--- src/rtl/synth_slot_scheduler_if.sv ---
// Bundles the scheduler's control inputs and slot-sequencing outputs.
// master is the scheduler side and slave is the requester/consumer side.
interface synth_slot_scheduler_if #(
  parameter int unsigned V_WIDTH  = 3,
  parameter int unsigned E_WIDTH  = 3,
  parameter int unsigned PH_WIDTH = 2
);
  logic                       trig;
  logic                       enable;
  logic                       cfg_req;
  logic                       clear_ovr;
  logic                       cfg_gnt;
  logic [V_WIDTH+E_WIDTH-1:0] xxxx;
  logic [PH_WIDTH-1:0]        slot_phase;
  logic                       slot_valid;
  logic                       osc_slot;
  logic                       frame_start;
  logic                       frame_done;
  logic                       busy;
  logic                       overrun;
  logic [7:0]                 overrun_cnt;

  modport master (
    input  trig, enable, cfg_req, clear_ovr,
    output cfg_gnt, xxxx, slot_phase, slot_valid, osc_slot,
    output frame_start, frame_done, busy, overrun, overrun_cnt
  );

  modport slave (
    output trig, enable, cfg_req, clear_ovr,
    input  cfg_gnt, xxxx, slot_phase, slot_valid, osc_slot,
    input  frame_start, frame_done, busy, overrun, overrun_cnt
  );
endinterface

--- src/rtl/synth_slot_scheduler.sv ---
// Per-sample frame sequencer: walks every voice/envelope slot on each trig rise, grants the
// config path between frames, and counts sample ticks that arrive while it cannot start a frame.
module synth_slot_scheduler #(
  parameter int unsigned VOICES      = 8,
  parameter int unsigned V_OSC       = 4,
  parameter int unsigned V_WIDTH     = 3,
  parameter int unsigned E_WIDTH     = 3,
  parameter int unsigned SLOT_CYCLES = 4,
  parameter int unsigned SYNC_STAGES = 2
) (
  input logic                    AUDIO_CLK,
  input logic                    reset_reg_N,
  synth_slot_scheduler_if.master sched_if
);
  localparam int unsigned PhW   = $clog2(SLOT_CYCLES);
  localparam int unsigned SlotW = V_WIDTH + E_WIDTH;

  localparam logic [SlotW-1:0]   LastSlot  = SlotW'(VOICES * 2 * V_OSC - 1);
  localparam logic [PhW-1:0]     LastPhase = PhW'(SLOT_CYCLES - 1);
  localparam logic [E_WIDTH-1:0] OscLimit  = E_WIDTH'(V_OSC);

  localparam logic [1:0] StIdle = 2'd0;
  localparam logic [1:0] StRun  = 2'd1;
  localparam logic [1:0] StCfg  = 2'd2;

  logic [SYNC_STAGES-1:0] trig_sync_q, trig_sync_d;
  logic                   trig_prev_q, trig_prev_d;
  logic [1:0]             state_q, state_d;
  logic [SlotW-1:0]       slot_q, slot_d;
  logic [PhW-1:0]         phase_q, phase_d;
  logic                   pending_q, pending_d;
  logic                   frame_start_q, frame_start_d;
  logic                   frame_done_q, frame_done_d;
  logic                   overrun_q, overrun_d;
  logic [7:0]             ovr_cnt_q, ovr_cnt_d;
  logic                   rise;
  logic                   ovr_event;

  // The chain resets to all ones so a trig already high at reset release never looks like a rise.
  always_comb begin
    trig_sync_d = {trig_sync_q[SYNC_STAGES-2:0], sched_if.trig};
    trig_prev_d = trig_sync_q[SYNC_STAGES-1];
    rise        = trig_sync_q[SYNC_STAGES-1] & ~trig_prev_q & sched_if.enable;
  end

  always_comb begin
    state_d       = state_q;
    slot_d        = slot_q;
    phase_d       = phase_q;
    pending_d     = pending_q;
    frame_start_d = 1'b0;
    frame_done_d  = 1'b0;
    ovr_event     = 1'b0;
    case (state_q)
      StIdle: begin
        if (rise || (pending_q && sched_if.enable)) begin
          state_d       = StRun;
          pending_d     = 1'b0;
          frame_start_d = 1'b1;
          slot_d        = '0;
          phase_d       = '0;
        end else if (sched_if.cfg_req) begin
          state_d = StCfg;
        end
      end
      StRun: begin
        ovr_event = rise;
        phase_d   = phase_q + 1'b1;
        if (phase_q == LastPhase) begin
          if (slot_q == LastSlot) begin
            state_d      = StIdle;
            slot_d       = '0;
            phase_d      = '0;
            frame_done_d = 1'b1;
          end else begin
            slot_d = slot_q + 1'b1;
          end
        end
      end
      StCfg: begin
        // One-deep pending: a second tick during the grant is dropped.
        if (rise) begin
          if (pending_q) begin
            ovr_event = 1'b1;
          end else begin
            pending_d = 1'b1;
          end
        end
        if (!sched_if.cfg_req) begin
          state_d = StIdle;
        end
      end
      default: state_d = StIdle;
    endcase
  end

  always_comb begin
    overrun_d = overrun_q;
    ovr_cnt_d = ovr_cnt_q;
    if (ovr_event) begin
      overrun_d = 1'b1;
      if (sched_if.clear_ovr) begin
        ovr_cnt_d = 8'd1;
      end else if (ovr_cnt_q != 8'hff) begin
        ovr_cnt_d = ovr_cnt_q + 8'd1;
      end
    end else if (sched_if.clear_ovr) begin
      overrun_d = 1'b0;
      ovr_cnt_d = 8'd0;
    end
  end

  always_ff @(posedge AUDIO_CLK or negedge reset_reg_N) begin
    if (!reset_reg_N) begin
      trig_sync_q   <= '1;
      trig_prev_q   <= 1'b1;
      state_q       <= StIdle;
      slot_q        <= '0;
      phase_q       <= '0;
      pending_q     <= 1'b0;
      frame_start_q <= 1'b0;
      frame_done_q  <= 1'b0;
      overrun_q     <= 1'b0;
      ovr_cnt_q     <= 8'd0;
    end else begin
      trig_sync_q   <= trig_sync_d;
      trig_prev_q   <= trig_prev_d;
      state_q       <= state_d;
      slot_q        <= slot_d;
      phase_q       <= phase_d;
      pending_q     <= pending_d;
      frame_start_q <= frame_start_d;
      frame_done_q  <= frame_done_d;
      overrun_q     <= overrun_d;
      ovr_cnt_q     <= ovr_cnt_d;
    end
  end

  always_comb begin
    sched_if.busy        = (state_q == StRun);
    sched_if.slot_valid  = (state_q == StRun);
    sched_if.cfg_gnt     = (state_q == StCfg);
    sched_if.xxxx        = slot_q;
    sched_if.slot_phase  = phase_q;
    sched_if.osc_slot    = (state_q == StRun) && (slot_q[E_WIDTH-1:0] < OscLimit);
    sched_if.frame_start = frame_start_q;
    sched_if.frame_done  = frame_done_q;
    sched_if.overrun     = overrun_q;
    sched_if.overrun_cnt = ovr_cnt_q;
  end
endmodule
--- src/flat_wrapper.sv ---
// flat-port wrapper written by rule: the top's interface ports become plain ports
module synth_slot_scheduler_flat 
#(
  parameter int unsigned VOICES      = 8,
  parameter int unsigned V_OSC       = 4,
  parameter int unsigned V_WIDTH     = 3,
  parameter int unsigned E_WIDTH     = 3,
  parameter int unsigned SLOT_CYCLES = 4,
  parameter int unsigned SYNC_STAGES = 2
)
  (AUDIO_CLK, reset_reg_N, sched_if_trig, sched_if_enable, sched_if_cfg_req, sched_if_clear_ovr, sched_if_cfg_gnt, sched_if_xxxx, sched_if_slot_phase, sched_if_slot_valid, sched_if_osc_slot, sched_if_frame_start, sched_if_frame_done, sched_if_busy, sched_if_overrun, sched_if_overrun_cnt);
  synth_slot_scheduler_if #(.V_WIDTH(V_WIDTH), .E_WIDTH(E_WIDTH)) sched_if_i ();
  input logic AUDIO_CLK;
  input logic reset_reg_N;
  input wire logic [$bits(sched_if_i.trig)-1:0] sched_if_trig;
  input wire logic [$bits(sched_if_i.enable)-1:0] sched_if_enable;
  input wire logic [$bits(sched_if_i.cfg_req)-1:0] sched_if_cfg_req;
  input wire logic [$bits(sched_if_i.clear_ovr)-1:0] sched_if_clear_ovr;
  output wire logic [$bits(sched_if_i.cfg_gnt)-1:0] sched_if_cfg_gnt;
  output wire logic [$bits(sched_if_i.xxxx)-1:0] sched_if_xxxx;
  output wire logic [$bits(sched_if_i.slot_phase)-1:0] sched_if_slot_phase;
  output wire logic [$bits(sched_if_i.slot_valid)-1:0] sched_if_slot_valid;
  output wire logic [$bits(sched_if_i.osc_slot)-1:0] sched_if_osc_slot;
  output wire logic [$bits(sched_if_i.frame_start)-1:0] sched_if_frame_start;
  output wire logic [$bits(sched_if_i.frame_done)-1:0] sched_if_frame_done;
  output wire logic [$bits(sched_if_i.busy)-1:0] sched_if_busy;
  output wire logic [$bits(sched_if_i.overrun)-1:0] sched_if_overrun;
  output wire logic [$bits(sched_if_i.overrun_cnt)-1:0] sched_if_overrun_cnt;
  assign sched_if_i.trig = sched_if_trig;
  assign sched_if_i.enable = sched_if_enable;
  assign sched_if_i.cfg_req = sched_if_cfg_req;
  assign sched_if_i.clear_ovr = sched_if_clear_ovr;
  assign sched_if_cfg_gnt = sched_if_i.cfg_gnt;
  assign sched_if_xxxx = sched_if_i.xxxx;
  assign sched_if_slot_phase = sched_if_i.slot_phase;
  assign sched_if_slot_valid = sched_if_i.slot_valid;
  assign sched_if_osc_slot = sched_if_i.osc_slot;
  assign sched_if_frame_start = sched_if_i.frame_start;
  assign sched_if_frame_done = sched_if_i.frame_done;
  assign sched_if_busy = sched_if_i.busy;
  assign sched_if_overrun = sched_if_i.overrun;
  assign sched_if_overrun_cnt = sched_if_i.overrun_cnt;
  synth_slot_scheduler #(.VOICES(VOICES), .V_OSC(V_OSC), .V_WIDTH(V_WIDTH), .E_WIDTH(E_WIDTH), .SLOT_CYCLES(SLOT_CYCLES), .SYNC_STAGES(SYNC_STAGES)) u_core (.AUDIO_CLK(AUDIO_CLK), .reset_reg_N(reset_reg_N), .sched_if(sched_if_i));
endmodule
--- config.mk ---
export PLATFORM = sky130hd
export DESIGN_NAME = synth_slot_scheduler_flat
export DESIGN_NICKNAME = d
export VERILOG_FILES = /design/src/rtl/synth_slot_scheduler_if.sv /design/src/rtl/synth_slot_scheduler.sv /design/src/flat_wrapper.sv
export SDC_FILE = /design/constraint.sdc
export NUM_CORES = 1
export LEC_CHECK = 0
export ABC_CLOCK_PERIOD_IN_PS = 4019
export BUFFER_PORTS_ARGS = -buffer_cell sky130_fd_sc_hd__clkbuf_2
export CAP_MARGIN = 20
export CORE_UTILIZATION = 57
export DETAILED_ROUTE_END_ITERATION = 7
export PLACE_DENSITY = 0.93
export RECOVER_POWER = 50
export SYNTH_ARGS = -nofsm -noshare
export SYNTH_HDL_FRONTEND = slang
export SYNTH_SLANG_ARGS = --single-unit
--- constraint.sdc ---
create_clock -name AUDIO_CLK -period 4.02 [get_ports AUDIO_CLK]
set_input_delay 0.804 -clock AUDIO_CLK [delete_from_list [all_inputs] [get_ports AUDIO_CLK]]
set_output_delay 0.804 -clock AUDIO_CLK [all_outputs]
set_load 0.02 [all_outputs]
### Yosys cells after proc, flatten, opt, wreduce, memory -nomap -nowiden

Cells that the tools add are included.

* $add $sub $neg: 3
* order comparisons: 1
* equal/unequal tests: 11
* mux-type cells: 31
* bitwise gates (word level): 3
* reductions and logical operators: 13

Operator list (count)
* 2-to-1 mux 8 bit: 4
* 2-to-1 mux 6 bit: 3
* 2-to-1 mux 2 bit: 8
* case mux 6 bit (2 select lines): 1
* 2-to-1 mux 1 bit: 11
* adder 8 x 1 -> 8 bit, second input constant: 1
* inequality test 2 x 1 -> 1 bit, second input constant: 4
* inequality test 8 bit, second input constant: 1
* nonzero test 2 bit: 4
* adder 6 x 1 -> 6 bit, second input constant: 1
* equality test 6 bit, second input constant: 1
* case mux 2 bit (3 select lines): 1
* AND reduction 3 bit: 2
* equality test 2 bit, second input constant: 2
* case mux 1 bit (2 select lines): 2
* case mux 2 bit (2 select lines): 1
* AND reduction 2 bit: 2
* AND reduction 4 bit: 1
* less-than comparator 3 bit, second input constant: 1
* inequality test 3 x 2 -> 1 bit, second input constant: 1
* adder 2 x 1 -> 2 bit, second input constant: 1
* bitwise AND 1 bit: 2
* equality test 2 x 1 -> 1 bit, second input constant: 1
* logical AND 1 bit: 2
* other kinds (4): 4

* register bits after elaboration: 25
* input bits: 6
* output and inout bits: 23
* word-level logic and storage cells: 72

### Depth between registers and ports, before layout

Gate-level depths: netlist of the first run.

* depth after elaboration: 7
* gate-level depth with buffers: 8
* gate-level depth less buffers: 6

### Worst setup path before layout of the first run

No wires, ideal clock.

* kind: register to output
* start point: register u_core.state_q[1]
* end point: output sched_if_osc_slot
* arrival: 1.333 ns
* required time: 3.216 ns
* path slack: 1.883 ns
* cell stages (with the launch flop): 6
* buffers on the path: 1
* path through: dfrtp_1 > inv_1 > ha_1 > buf_4 > inv_1 > nor2_1

* longest elaborated chain between the ends: 2

Ends and longest elaborated chain
* start: declaration: RTL line synth_slot_scheduler.sv:28 `logic [1:0] state_q, state_d;`
* start signal: assignment: RTL line synth_slot_scheduler.sv:117 `state_q <= StIdle;`
* start signal: assignment: RTL line synth_slot_scheduler.sv:128 `state_q <= state_d;`
* equality test 2 x 1 -> 1 bit
* net sched_if_busy: RTL line flat_wrapper.sv:26 `output wire logic [$bits(sched_if_i.busy)-1:0] sched_if_busy;`
* logical AND 1 bit: RTL line synth_slot_scheduler.sv:145 `sched_if.osc_slot = (state_q == StRun) && (slot_q[E_WIDTH-1:0] < OscLimit);`
* end: declaration: RTL line flat_wrapper.sv:23 `output wire logic [$bits(sched_if_i.osc_slot)-1:0] sched_if_osc_slot;`

The timed path passes the listed nets, and every way through them passes these cells.

### Worst setup path in the final report of the first run

* start point: register u_core.state_q[1]
* end point: output sched_if_osc_slot

* longest elaborated chain between the ends: 2

Ends and longest elaborated chain (RTL line)
* equality test 2 x 1 -> 1 bit: synth_slot_scheduler.sv:145
* logical AND 1 bit: synth_slot_scheduler.sv:145

Every way passes these cells.

==> results of run 1 <==
==> flip-flops by register name, indices dropped and copies added (netlist names) <==
register,flops
u_core.sched_if.overrun_cnt,8
u_core.state_q,2
u_core.trig_prev_q,1
u_core.sched_if.frame_start,1
u_core.sched_if.overrun,1
u_core.sched_if.slot_phase,2
u_core.sched_if.frame_done,1
u_core.pending_q,1
u_core.trig_sync_q,2
u_core.sched_if.xxxx,6
==> cells in the final DEF (no fill, tap or decap), types with 4 or more instances in the layout <==
| master | instances |
|---|---|
| sky130_fd_sc_hd__nor2_1 | 6 |
| sky130_fd_sc_hd__a21oi_1 | 7 |
| sky130_fd_sc_hd__or3_1 | 4 |
| sky130_fd_sc_hd__or4_1 | 4 |
| sky130_fd_sc_hd__dfrtp_1 | 22 |
| sky130_fd_sc_hd__ha_1 | 6 |
| sky130_fd_sc_hd__o21ai_0 | 10 |
| sky130_fd_sc_hd__nand2_1 | 16 |
| sky130_fd_sc_hd__nor3_1 | 4 |
| sky130_fd_sc_hd__clkbuf_1 | 5 |
| sky130_fd_sc_hd__nand3_1 | 6 |
| sky130_fd_sc_hd__inv_1 | 8 |
| sky130_fd_sc_hd__clkbuf_2 | 23 |
==> report_power, final <==
| group | leakage, nW | internal, mW | switching (mW) |
|---|---|---|---|
| clock | 0.0177 | 0.0373 | 0.0748 |
| combinational | 0.335 | 0.114 | 0.209 |
| sequential | 0.335 | 0.289 | 0.0438 |
==> how the worst min path moves through the flow <==
stage                                  endpoint
after floorplan           u_core.trig_sync_q[1]
after global placement    u_core.trig_sync_q[1]
after detailed placement  u_core.trig_sync_q[1]
after CTS                 u_core.trig_sync_q[1]
after global routing      u_core.trig_sync_q[1]
final                     u_core.trig_sync_q[1]
==> cells by family after synthesis <==
logic type	share of synthesized area, %
buffers and inverters	4.38
adder cells (fa/ha/maj)	5.59
flip-flops	46.8
multiplexers	3.26
AND/OR/NAND/NOR	21.6
AO/OA/AOI/OAI	18.3
==> metrics by stage <==
stage | instance area [um2] | worst slack, ps | power, mW | std cells | hold WS, ps
global route | 1500 | 1310 | 0.825 | 191 | 376
detailed placement | 1490 | 1830 | 0.670 | 186 | 356
floorplan | 1340 | 1880 | 0.581 | 135 | 345
global placement | 1490 | 1930 | 0.645 | 186 | 346
CTS | 1520 | 1470 | 0.785 | 190 | 375
finish | 1500 | 1450 | 0.768 | 191 | 371
==> layout make-up <==
type	count	area share [%]
multi-input cells	97	42.7
flip-flops and latches	25	41.9
repair buffers	29	9.25
well taps	28	2.33
inverters	8	2.00
clock buffers	3	1.50
clock inverters	1	0.333
==> layer usage <==
layer	vias up	GRT usage, %	wire (um)
met5	-	0	0
met4	0	12.0	68
met3	9	5.76	117
met2	33	44.9	1450
met1	582	31.7	1270
li1	552	-	-
==> worst register-to-register path: stages, from the launching register on <==
cell and delay [ps]:
sky130_fd_sc_hd__dfrtp_1 450, sky130_fd_sc_hd__inv_1 100, sky130_fd_sc_hd__ha_1 420, sky130_fd_sc_hd__a21oi_2 40, sky130_fd_sc_hd__nand4b_1 580, sky130_fd_sc_hd__or4_1 680, sky130_fd_sc_hd__a21oi_1 170
==> reports/summary.md, run 1 <==
Routing
• **Wirelength per Cell** 15.2 um
• **number of nets with antenna violations after routing** 0
• **overall via count from detail_route** 1,176
• **initial DRC count** 28
• **remaining routing DRC violations** 0
• **routed vias/inst** 6.16
• **first-pass detailed-route iteration total** 4
• **Detailed Route WL** 2.90 mm

Clock network
• **CTS hold repair buffers** 0
• **clock buffers created by TritonCTS** 3
• **Gates resized, CTS repair** 0
• **# H-tree levels** 1
• **clock tree root buffer cell** sky130_fd_sc_hd__clkbuf_4
• **clock slew at reported path FFs** 130 ps
• **sink count of the clock tree** 25
• **buffers inserted by post-CTS timing repair** 0
• **clk_lat worst skew** 320 ps
• **CTS tree** yes
• **maximum count of clock buffers along a single path** 2

STA
• **portion of the clock cycle consumed by the worst path in the final layout** 63.9%
• **Finish-stage setup viols** 0
• **RSZ-0062 raised after global routing** no
• **worst-margin pin slew** 1330 ps
• **Slew headroom** 11.2%
• **min cycle time layout** 2570 ps
• **Max Fclk** 389 MHz
• **clock tree skew after final layout** 1.51 ps
• **final count of pins violating max slew** 0
• **hold violation count in the final report** 0
• **total negative setup slack** 0 ps

Power and ir drop
• **power density normalized to cell area** 512 nW/um2
• **leakage component of the power** 0.687 nW
• **highest ir drop seen on vdd** 0.312 mV

Setup path
• **Max stage delay on crit path** 450 ps
• **Max stage delay cell, worst path** sky130_fd_sc_hd__dfrtp_1
• **critical-path maximum fanout** 12
• **most used cell, CP** sky130_fd_sc_hd__inv_1
• **Worst Path Required** 3220 ps
• **type of origin of the critical path** register
• **chain of cells forming the critical path** inv_1, ha_1, inv_1, nor2_1, clkbuf_2
• **worst flop-to-flop path startpoint** u_core.state_q[1]
• **endpoint class of the critical path** output port
• **total number of cells along the worst setup path** 5
• **Worst EP arrival** 1770 ps
• **top cell family by delay on the critical path** buffers and inverters
• **worst setup path category** register to output port
• **Setup crit start** u_core.state_q[1]
• **capturing element of the worst setup path** sched_if_osc_slot
• **worst reg2reg path endpoint** u_core.sched_if.overrun_cnt[5]
• **cells on worst reg2reg path** 6
• **buffers plus inverters on the worst setup path** 3
• **register-to-register setup slack** 1530 ps

Global routing
• **global router's overall resource usage** 26.4%
• **wire length of the first global-routing pass** 4.95 mm
• **overall overflow remaining after global route** 0
• **largest net degree at the start of global routing** 26
• **antenna violations before repair** 0
• **vias in the first global route** 1,120

Worst hold path
• **type of the most critical hold path** register to register
• **hold path depth** 0
• **hold path startpoint** u_core.trig_sync_q[0]

Layout
• **synthesis-to-layout area growth** 11.7%
• **n_diodes** 0
• **share of layout cells above drive strength 1** 23.9%
• **sequential cell area** 629 um2
• **Filler Cell Count** 197
• **Nets** 176
• **Post-Route Utilization** 67.9%
• **area used by multi-input combinational logic** 641 um2

Floorplanning
• **die boundary height** 50.6 um
• **initial core utilization** 60.7%
• **horizontal extent of the die** 50.6 um
• **core area** 2210 um2
• **count of pins on the block boundary** 29
• **DIE AREA** 2560 um2
• **number of placement rows** 17

Synthesis
• **most used standard cell by instance count after synthesis** sky130_fd_sc_hd__dfrtp_1
• **Post-synth ARST share** 100%
• **leading post-synthesis cells by instance count** sky130_fd_sc_hd__dfrtp_1 (22), sky130_fd_sc_hd__nand2_1 (16), sky130_fd_sc_hd__o21ai_0 (10)
• **Yosys Warn Count** 0
• **count of mapped cells out of synthesis** 135
• **Unique masters post-synth** 42
• **top area cells in the synthesized netlist** sky130_fd_sc_hd__dfrtp_1 (41%), sky130_fd_sc_hd__dfstp_2 (5.9%), sky130_fd_sc_hd__ha_1 (5.6%), sky130_fd_sc_hd__nand2_1 (4.5%), sky130_fd_sc_hd__o21ai_0 (3.7%)
• **leading area contributor after synthesis** sky130_fd_sc_hd__dfrtp_1
• **number of flops mapped to enable cells by yosys** 0
• **per-instance average area after synthesis** 9.95 um2
• **netlist area before placement** 1340 um2
• **number of nets produced by synthesis** 147
• **proportion of netlist area held by the largest area contributor** 41.0%
• **Top FF cell, synth** sky130_fd_sc_hd__dfrtp_1
• **count of state elements after synthesis** 25
• **sequential element share of the synthesized area** 46.8%

Place
• **count of input and output buffers** 28
• **hpwl dp** 2.07 mm
• **global placement routability congestion** 0.850

Job
• **count of max-cap constraint violations** 0

Status
• **result of the run** completed

Note: power is estimated with default switching activity, not from simulation.
==> inputs of run 2 (changes only) <==
- ABC_CLOCK_PERIOD_IN_PS: 4019 -> 2300
- CORE_UTILIZATION: 57 -> 48
- PLACE_DENSITY: 0.93 -> 0.85
- clock period: 4.02 -> 2.3 ns (I/O delays scaled with it)
==> run 2 against run 1 <==
Global-route usage is 5.0 points lower. Critical path depth stayed put. Non-clock buffer count stayed put. Largest power group is now combinational logic.
==> reports/summary.md, run 2 (synthesized netlist as in run 1, its figures left out) <==
Floorplanning
• **count of pins on the block boundary** 29, unchanged
• **horizontal extent of the die** 54.9 um, +8.6%
• **number of placement rows** 18, +1
• **initial core utilization** 52.3%, -8.4 points
• **core area** 2570 um2, +16%
• **die boundary height** 54.9 um, +8.6%
• **DIE AREA** 3020 um2, +18%

Status
• **result of the run** completed

Setup path
• **type of origin of the critical path** register
• **chain of cells forming the critical path** inv_1, ha_2, inv_1, nor2_1, clkbuf_2
• **Worst Path Required** 1840 ps, -1380 ps
• **worst reg2reg path endpoint** u_core.sched_if.overrun_cnt[3]
• **critical-path maximum fanout** 12, unchanged
• **cells on worst reg2reg path** 6, unchanged
• **most used cell, CP** sky130_fd_sc_hd__inv_1
• **register-to-register setup slack** 300 ps, -1230 ps
• **Max stage delay on crit path** 430 ps, -20 ps
• **Worst EP arrival** 1620 ps, -150 ps
• **Max stage delay cell, worst path** sky130_fd_sc_hd__dfrtp_1
• **worst flop-to-flop path startpoint** u_core.state_q[0]
• **worst setup path category** register to output port
• **endpoint class of the critical path** output port

Routing
• **first-pass detailed-route iteration total** 4, unchanged
• **Wirelength per Cell** 14.4 um, -5.2%
• **routed vias/inst** 5.81, -5.7%
• **number of nets with antenna violations after routing** 0, unchanged
• **overall via count from detail_route** 1,121, -4.7%
• **Detailed Route WL** 2.78 mm, -4.2%
• **remaining routing DRC violations** 0, unchanged
• **initial DRC count** 16, -43%

Global routing
• **antenna violations before repair** 0, unchanged
• **vias in the first global route** 1,051, -6.2%
• **largest net degree at the start of global routing** 26, unchanged
• **overall overflow remaining after global route** 0, unchanged
• **global router's overall resource usage** 21.4%, -5.0 points
• **wire length of the first global-routing pass** 4.58 mm, -7.5%

Layout
• **post-layout instance area** 1520 um2, +1.3%
• **commonest cells after routing, fill and taps aside** sky130_fd_sc_hd__clkbuf_2 (22), sky130_fd_sc_hd__dfrtp_1 (22), sky130_fd_sc_hd__nand2_1 (16), sky130_fd_sc_hd__o21ai_0 (10), sky130_fd_sc_hd__inv_1 (8)
• **n_diodes** 0, unchanged
• **synthesis-to-layout area growth** 13.2%
• **Nets** 176, unchanged
• **Largest register FFs** 8, unchanged
• **share of layout cells above drive strength 1** 23.9%, unchanged

Clock network
• **clock buffers created by TritonCTS** 3, unchanged
• **# H-tree levels** 1, unchanged
• **CTS hold repair buffers** 0, unchanged
• **clock slew at reported path FFs** 130 ps, about the same
• **buffers inserted by post-CTS timing repair** 0, unchanged
• **CTS tree** yes
• **sink count of the clock tree** 25, unchanged
• **clock tree root buffer cell** sky130_fd_sc_hd__clkbuf_4
• **maximum count of clock buffers along a single path** 2, unchanged
• **clk_lat worst skew** 310 ps, about the same

Power and ir drop
• **leakage component of the power** 0.695 nW, +1.1%
• **power density normalized to cell area** 889 nW/um2, +74%
• **highest ir drop seen on vdd** 0.583 mV, +87%

STA
• **clock tree skew after final layout** 3.31 ps, +1.80 ps
• **min cycle time layout** 2080 ps
• **worst-margin pin slew** 1300 ps, -27.5 ps
• **final count of pins violating max slew** 0, unchanged
• **Slew headroom** 13.1%, +1.8 points
• **RSZ-0062 raised after global routing** no
• **portion of the clock cycle consumed by the worst path in the final layout** 90.4%
• **hold violation count in the final report** 0, unchanged
• **Finish-stage setup viols** 0, unchanged
• **Hold Worst Slack** 213 ps, -158 ps
• **Max Fclk** 481 MHz
• **total negative setup slack** 0 ps, unchanged

Place
• **global placement routability congestion** 0.831, -2.2%
• **total placed instance area** 1500 um2, +0.67%
• **count of input and output buffers** 28, unchanged
• **hpwl dp** 2.06 mm, -0.39%

Worst hold path
• **Worst Hold Path EP** u_core.trig_sync_q[0]
• **type of the most critical hold path** input pin to register
• **hold path depth** 1, +1
• **hold path startpoint** sched_if_trig

Job
• **count of max-cap constraint violations** 0, unchanged

[run 2: cell type report]
class                           count  area, um2
Tap cell                           30       37.5
Fill cell                         241       1050
Clock buffer                        4       26.3
Inverter                            8       30.0
Multi-Input combinational cell     97        658
Timing Repair Buffer               29        140
Sequential cell                    25        629
[run 2: critical path, delay by kind of cell (launching register included)]
kind | cells | cell delay, ps
adders and majority gates | 1 | 320
DFF | 1 | 430
buffers and inverters | 3 | 430
and+or+nand+nor | 1 | 120
[run 2: worst max path at each step]
stage                 startpoint                             end  slack (ps)
5_1_grt        u_core.state_q[1]               sched_if_osc_slot         150
6_report       u_core.state_q[1]               sched_if_osc_slot         220
3_3_place_gp   u_core.state_q[1]  u_core.sched_if.overrun_cnt[5]         400
4_1_cts        u_core.state_q[1]               sched_if_osc_slot          70
2_1_floorplan  u_core.state_q[1]  u_core.sched_if.overrun_cnt[2]         400
3_5_place_dp   u_core.state_q[1]         u_core.sched_if.xxxx[3]         210
[run 2: stage by stage]
stage	util [%]	total power [mW]	cells	setup WS, ps
finish	59.3	1.35	193	222
floorplan	-	1.02	135	403
detailed placement	58.4	1.17	189	212
CTS	59.5	1.36	193	74.5
global placement	58.4	1.14	189	396
global route	59.3	1.44	193	151
[run 2: repair_timing]
action	in CTS	in global routing
hold endpoints to repair	0	0
endpoints found under the setup margin	0	1
resized for setup	0	1
[run 2: where the power goes]
part,total (mW),switching (mW),internal (mW)
combinational,0.583,0.374,0.209
sequential,0.576,0.0707,0.506
clock,0.193,0.125,0.0677
total,1.35,0.569,0.783
[run 2: metal layers]
| layer | GRT usage, % | vias up | part of all wire (%) |
|---|---|---|---|
| li1 | - | 554 | - |
| met3 | 3.28 | 4 | 2.9 |
| met1 | 27.8 | 543 | 45 |
| met4 | 7.50 | 0 | 1.0 |
| met5 | 0 | - | 0 |
| met2 | 36.1 | 20 | 51 |
==> inputs of run 3 (changes only) <==
- CORE_MARGIN: unset -> 2
- GPL_ROUTABILITY_DRIVEN: unset -> 1
==> run 3 against run 2 <==
Final area increased by 0.16%. Non-clock buffer count unchanged. Critical path depth unchanged. Die area increased by 7.4%. Fmax increased by 0.84%. Via count increased by 1.2%. Routed wire length decreased by 3.8%. Combinational power decreased by 1%. Power decreased by 0.44%. Global-route usage decreased by 4.6 points. Worst setup slack improved by 17 ps. Register-to-register slack improved by 20 ps. Critical endpoint unchanged. Largest power group is now registers.
==> reports/summary.md, run 3 (synthesized netlist as in run 1, its figures left out) <==
Routing
• **initial DRC count** 39, +23
• **routed vias/inst** 5.85, +0.64%
• **routed wl met2** 1.34 mm, -4.6%
• **wire length the detailed router placed on met1** 1.20 mm, -4.8%
• **DR top layer** met4
• **number of nets with antenna violations after routing** 0, unchanged
• **remaining routing DRC violations** 0, unchanged
• **overall via count from detail_route** 1,134, +1.2%
• **WL met3** 108 um, +35%
• **Wirelength per Cell** 13.8 um, -4.3%
• **first-pass detailed-route iteration total** 4, unchanged
• **Detailed Route WL** 2.67 mm, -3.8%

Power and ir drop
• **leakage component of the power** 0.697 nW, +0.38%
• **Cell Int Power** 0.781 mW, -0.21%
• **part of the power in combinational logic** 42.8%, -0.3 points
• **share of total power in the clock network** 14.1%, about the same
• **net load switching power** 0.565 mW, -0.76%
• **highest ir drop seen on vdd** 0.817 mV, +40%
• **Sw Share** 42.0%, -0.14 points
• **power density normalized to cell area** 883 nW/um2, -0.60%
• **relative contribution of sequential cells to total power** 43.0%, +0.4 points

Layout
• **commonest cells after routing, fill and taps aside** sky130_fd_sc_hd__clkbuf_2 (22), sky130_fd_sc_hd__dfrtp_1 (22), sky130_fd_sc_hd__nand2_1 (16), sky130_fd_sc_hd__o21ai_0 (10), sky130_fd_sc_hd__inv_1 (8)
• **Largest register FFs** 8, unchanged
• **share of layout cells above drive strength 1** 24.5%, +0.61 points
• **post-layout instance area** 1520 um2, +0.16%
• **n_diodes** 0, unchanged
• **synthesis-to-layout area growth** 13.4%
• **Nets** 176, unchanged

Setup path
• **chain of cells forming the critical path** inv_1, ha_2, inv_1, nor2_1, clkbuf_2
• **type of origin of the critical path** register
• **most used cell, CP** sky130_fd_sc_hd__inv_1
• **Worst EP arrival** 1600 ps, -20 ps
• **worst setup path category** register to output port
• **top cell family by delay on the critical path** flip-flops
• **Worst Path Required** 1840 ps, about the same
• **Max stage delay on crit path** 440 ps, about the same
• **Max stage delay cell, worst path** sky130_fd_sc_hd__dfrtp_1
• **buffers plus inverters on the worst setup path** 3, unchanged
• **endpoint class of the critical path** output port
• **critical-path maximum fanout** 12, unchanged

Place
• **count of input and output buffers** 28, unchanged
• **hpwl dp** 1.96 mm, -4.7%
• **global placement routability congestion** 0.899, +8.1%
• **total placed instance area** 1500 um2, about the same

Clock network
• **clock buffers created by TritonCTS** 3, unchanged
• **clk_lat worst skew** 310 ps, about the same
• **sink count of the clock tree** 25, unchanged
• **maximum count of clock buffers along a single path** 2, unchanged
• **# H-tree levels** 1, unchanged
• **CTS tree** yes
• **buffers inserted by post-CTS timing repair** 0, unchanged
• **clock tree root buffer cell** sky130_fd_sc_hd__clkbuf_4
• **clock slew at reported path FFs** 140 ps, about the same
• **CTS hold repair buffers** 0, unchanged

Floorplanning
• **number of placement rows** 19, +1
• **horizontal extent of the die** 56.9 um, +3.6%
• **count of pins on the block boundary** 29, unchanged
• **DIE AREA** 3240 um2, +7.4%
• **die boundary height** 56.9 um, +3.6%
• **initial core utilization** 49.6%, -2.8 points
• **core area** 2710 um2, +5.6%

STA
• **clock tree skew after final layout** 9.77 ps, +6.45 ps
• **total negative setup slack** 0 ps, unchanged
• **worst-margin pin slew** 1300 ps, -5.68 ps
• **Max Fclk** 485 MHz, +0.84%
• **final count of pins violating max slew** 0, unchanged
• **Slew headroom** 13.4%, +0.38 points
• **Hold Worst Slack** 221 ps, +8.07 ps
• **min cycle time layout** 2060 ps, -17.3 ps
• **RSZ-0062 raised after global routing** no
• **portion of the clock cycle consumed by the worst path in the final layout** 89.6%, -0.75 points
• **Finish-stage setup viols** 0, unchanged
• **hold violation count in the final report** 0, unchanged

Global routing
• **antenna violations before repair** 0, unchanged
• **wire length of the first global-routing pass** 4.42 mm, -3.6%
• **vias in the first global route** 1,044, -0.67%
• **global router's overall resource usage** 16.8%, -4.6 points
• **overall overflow remaining after global route** 0, unchanged
• **largest net degree at the start of global routing** 26, unchanged

Job
• **count of max-cap constraint violations** 0, unchanged

Status
• **result of the run** completed

Worst hold path
• **type of the most critical hold path** input pin to register

[run 3: metrics by stage]
stage                     cells  utilization [%]  worst slack (ps)  total power, mW
after CTS                   194             56.4               104             1.36
after floorplan             135                -               403             1.02
after global placement      190             55.4               386             1.13
after global routing        194             56.2               134             1.42
after detailed placement    190             55.4               235             1.16
final                       194             56.2               239             1.35
[run 3: worst paths after layout]
check                                      start                             end  slack [ps]  depth (start not counted)
setup reg to reg               u_core.state_q[0]  u_core.sched_if.overrun_cnt[3]         320                          6
hold reg to reg            u_core.trig_sync_q[0]           u_core.trig_sync_q[1]         360                          0
max in group asynchronous            reset_reg_N  u_core.sched_if.overrun_cnt[4]        1130                          1
hold / removal                     sched_if_trig           u_core.trig_sync_q[0]         220                          1
min in group asynchronous            reset_reg_N               u_core.state_q[0]         400                          1
setup / recovery               u_core.state_q[1]               sched_if_osc_slot         240                          5
[run 3: per-layer routing]
layer,vias up,GRT usage [%]
li1,546,-
met1,546,21.6
met2,40,28.7
met3,2,2.07
met4,0,6.31
met5,-,0
[run 3: worst register-to-register path, stage by stage (launching register included)]
cell                       delay [ps]
sky130_fd_sc_hd__dfrtp_1          450
sky130_fd_sc_hd__inv_1            100
sky130_fd_sc_hd__ha_1             270
sky130_fd_sc_hd__a21oi_2           80
sky130_fd_sc_hd__nand4b_4         290
sky130_fd_sc_hd__or4_1            570
sky130_fd_sc_hd__a21oi_1          160
[run 3: what timing repair did]
action,in CTS,in global routing
endpoints found under the hold margin,0,0
gates resized for setup,0,1
endpoints found under the setup margin,0,1
[run 3: final cells by class]
class	count	area, um2
clock buffers	3	22.5
clock inverters	1	5.00
fillers	237	1190
inverters	8	30.0
multi-input cells	97	658
flip-flops and latches	25	629
well taps	31	38.8
repair buffers	29	140
[run 3: power by group through the flow]
stage	sequential (mW)	clock, mW	combinational [mW]
floorplan	0.622	0	0.393
global placement	0.579	0	0.553
detailed placement	0.587	0	0.578
CTS	0.578	0.200	0.578
global route	0.590	0.212	0.623
finish	0.579	0.190	0.576
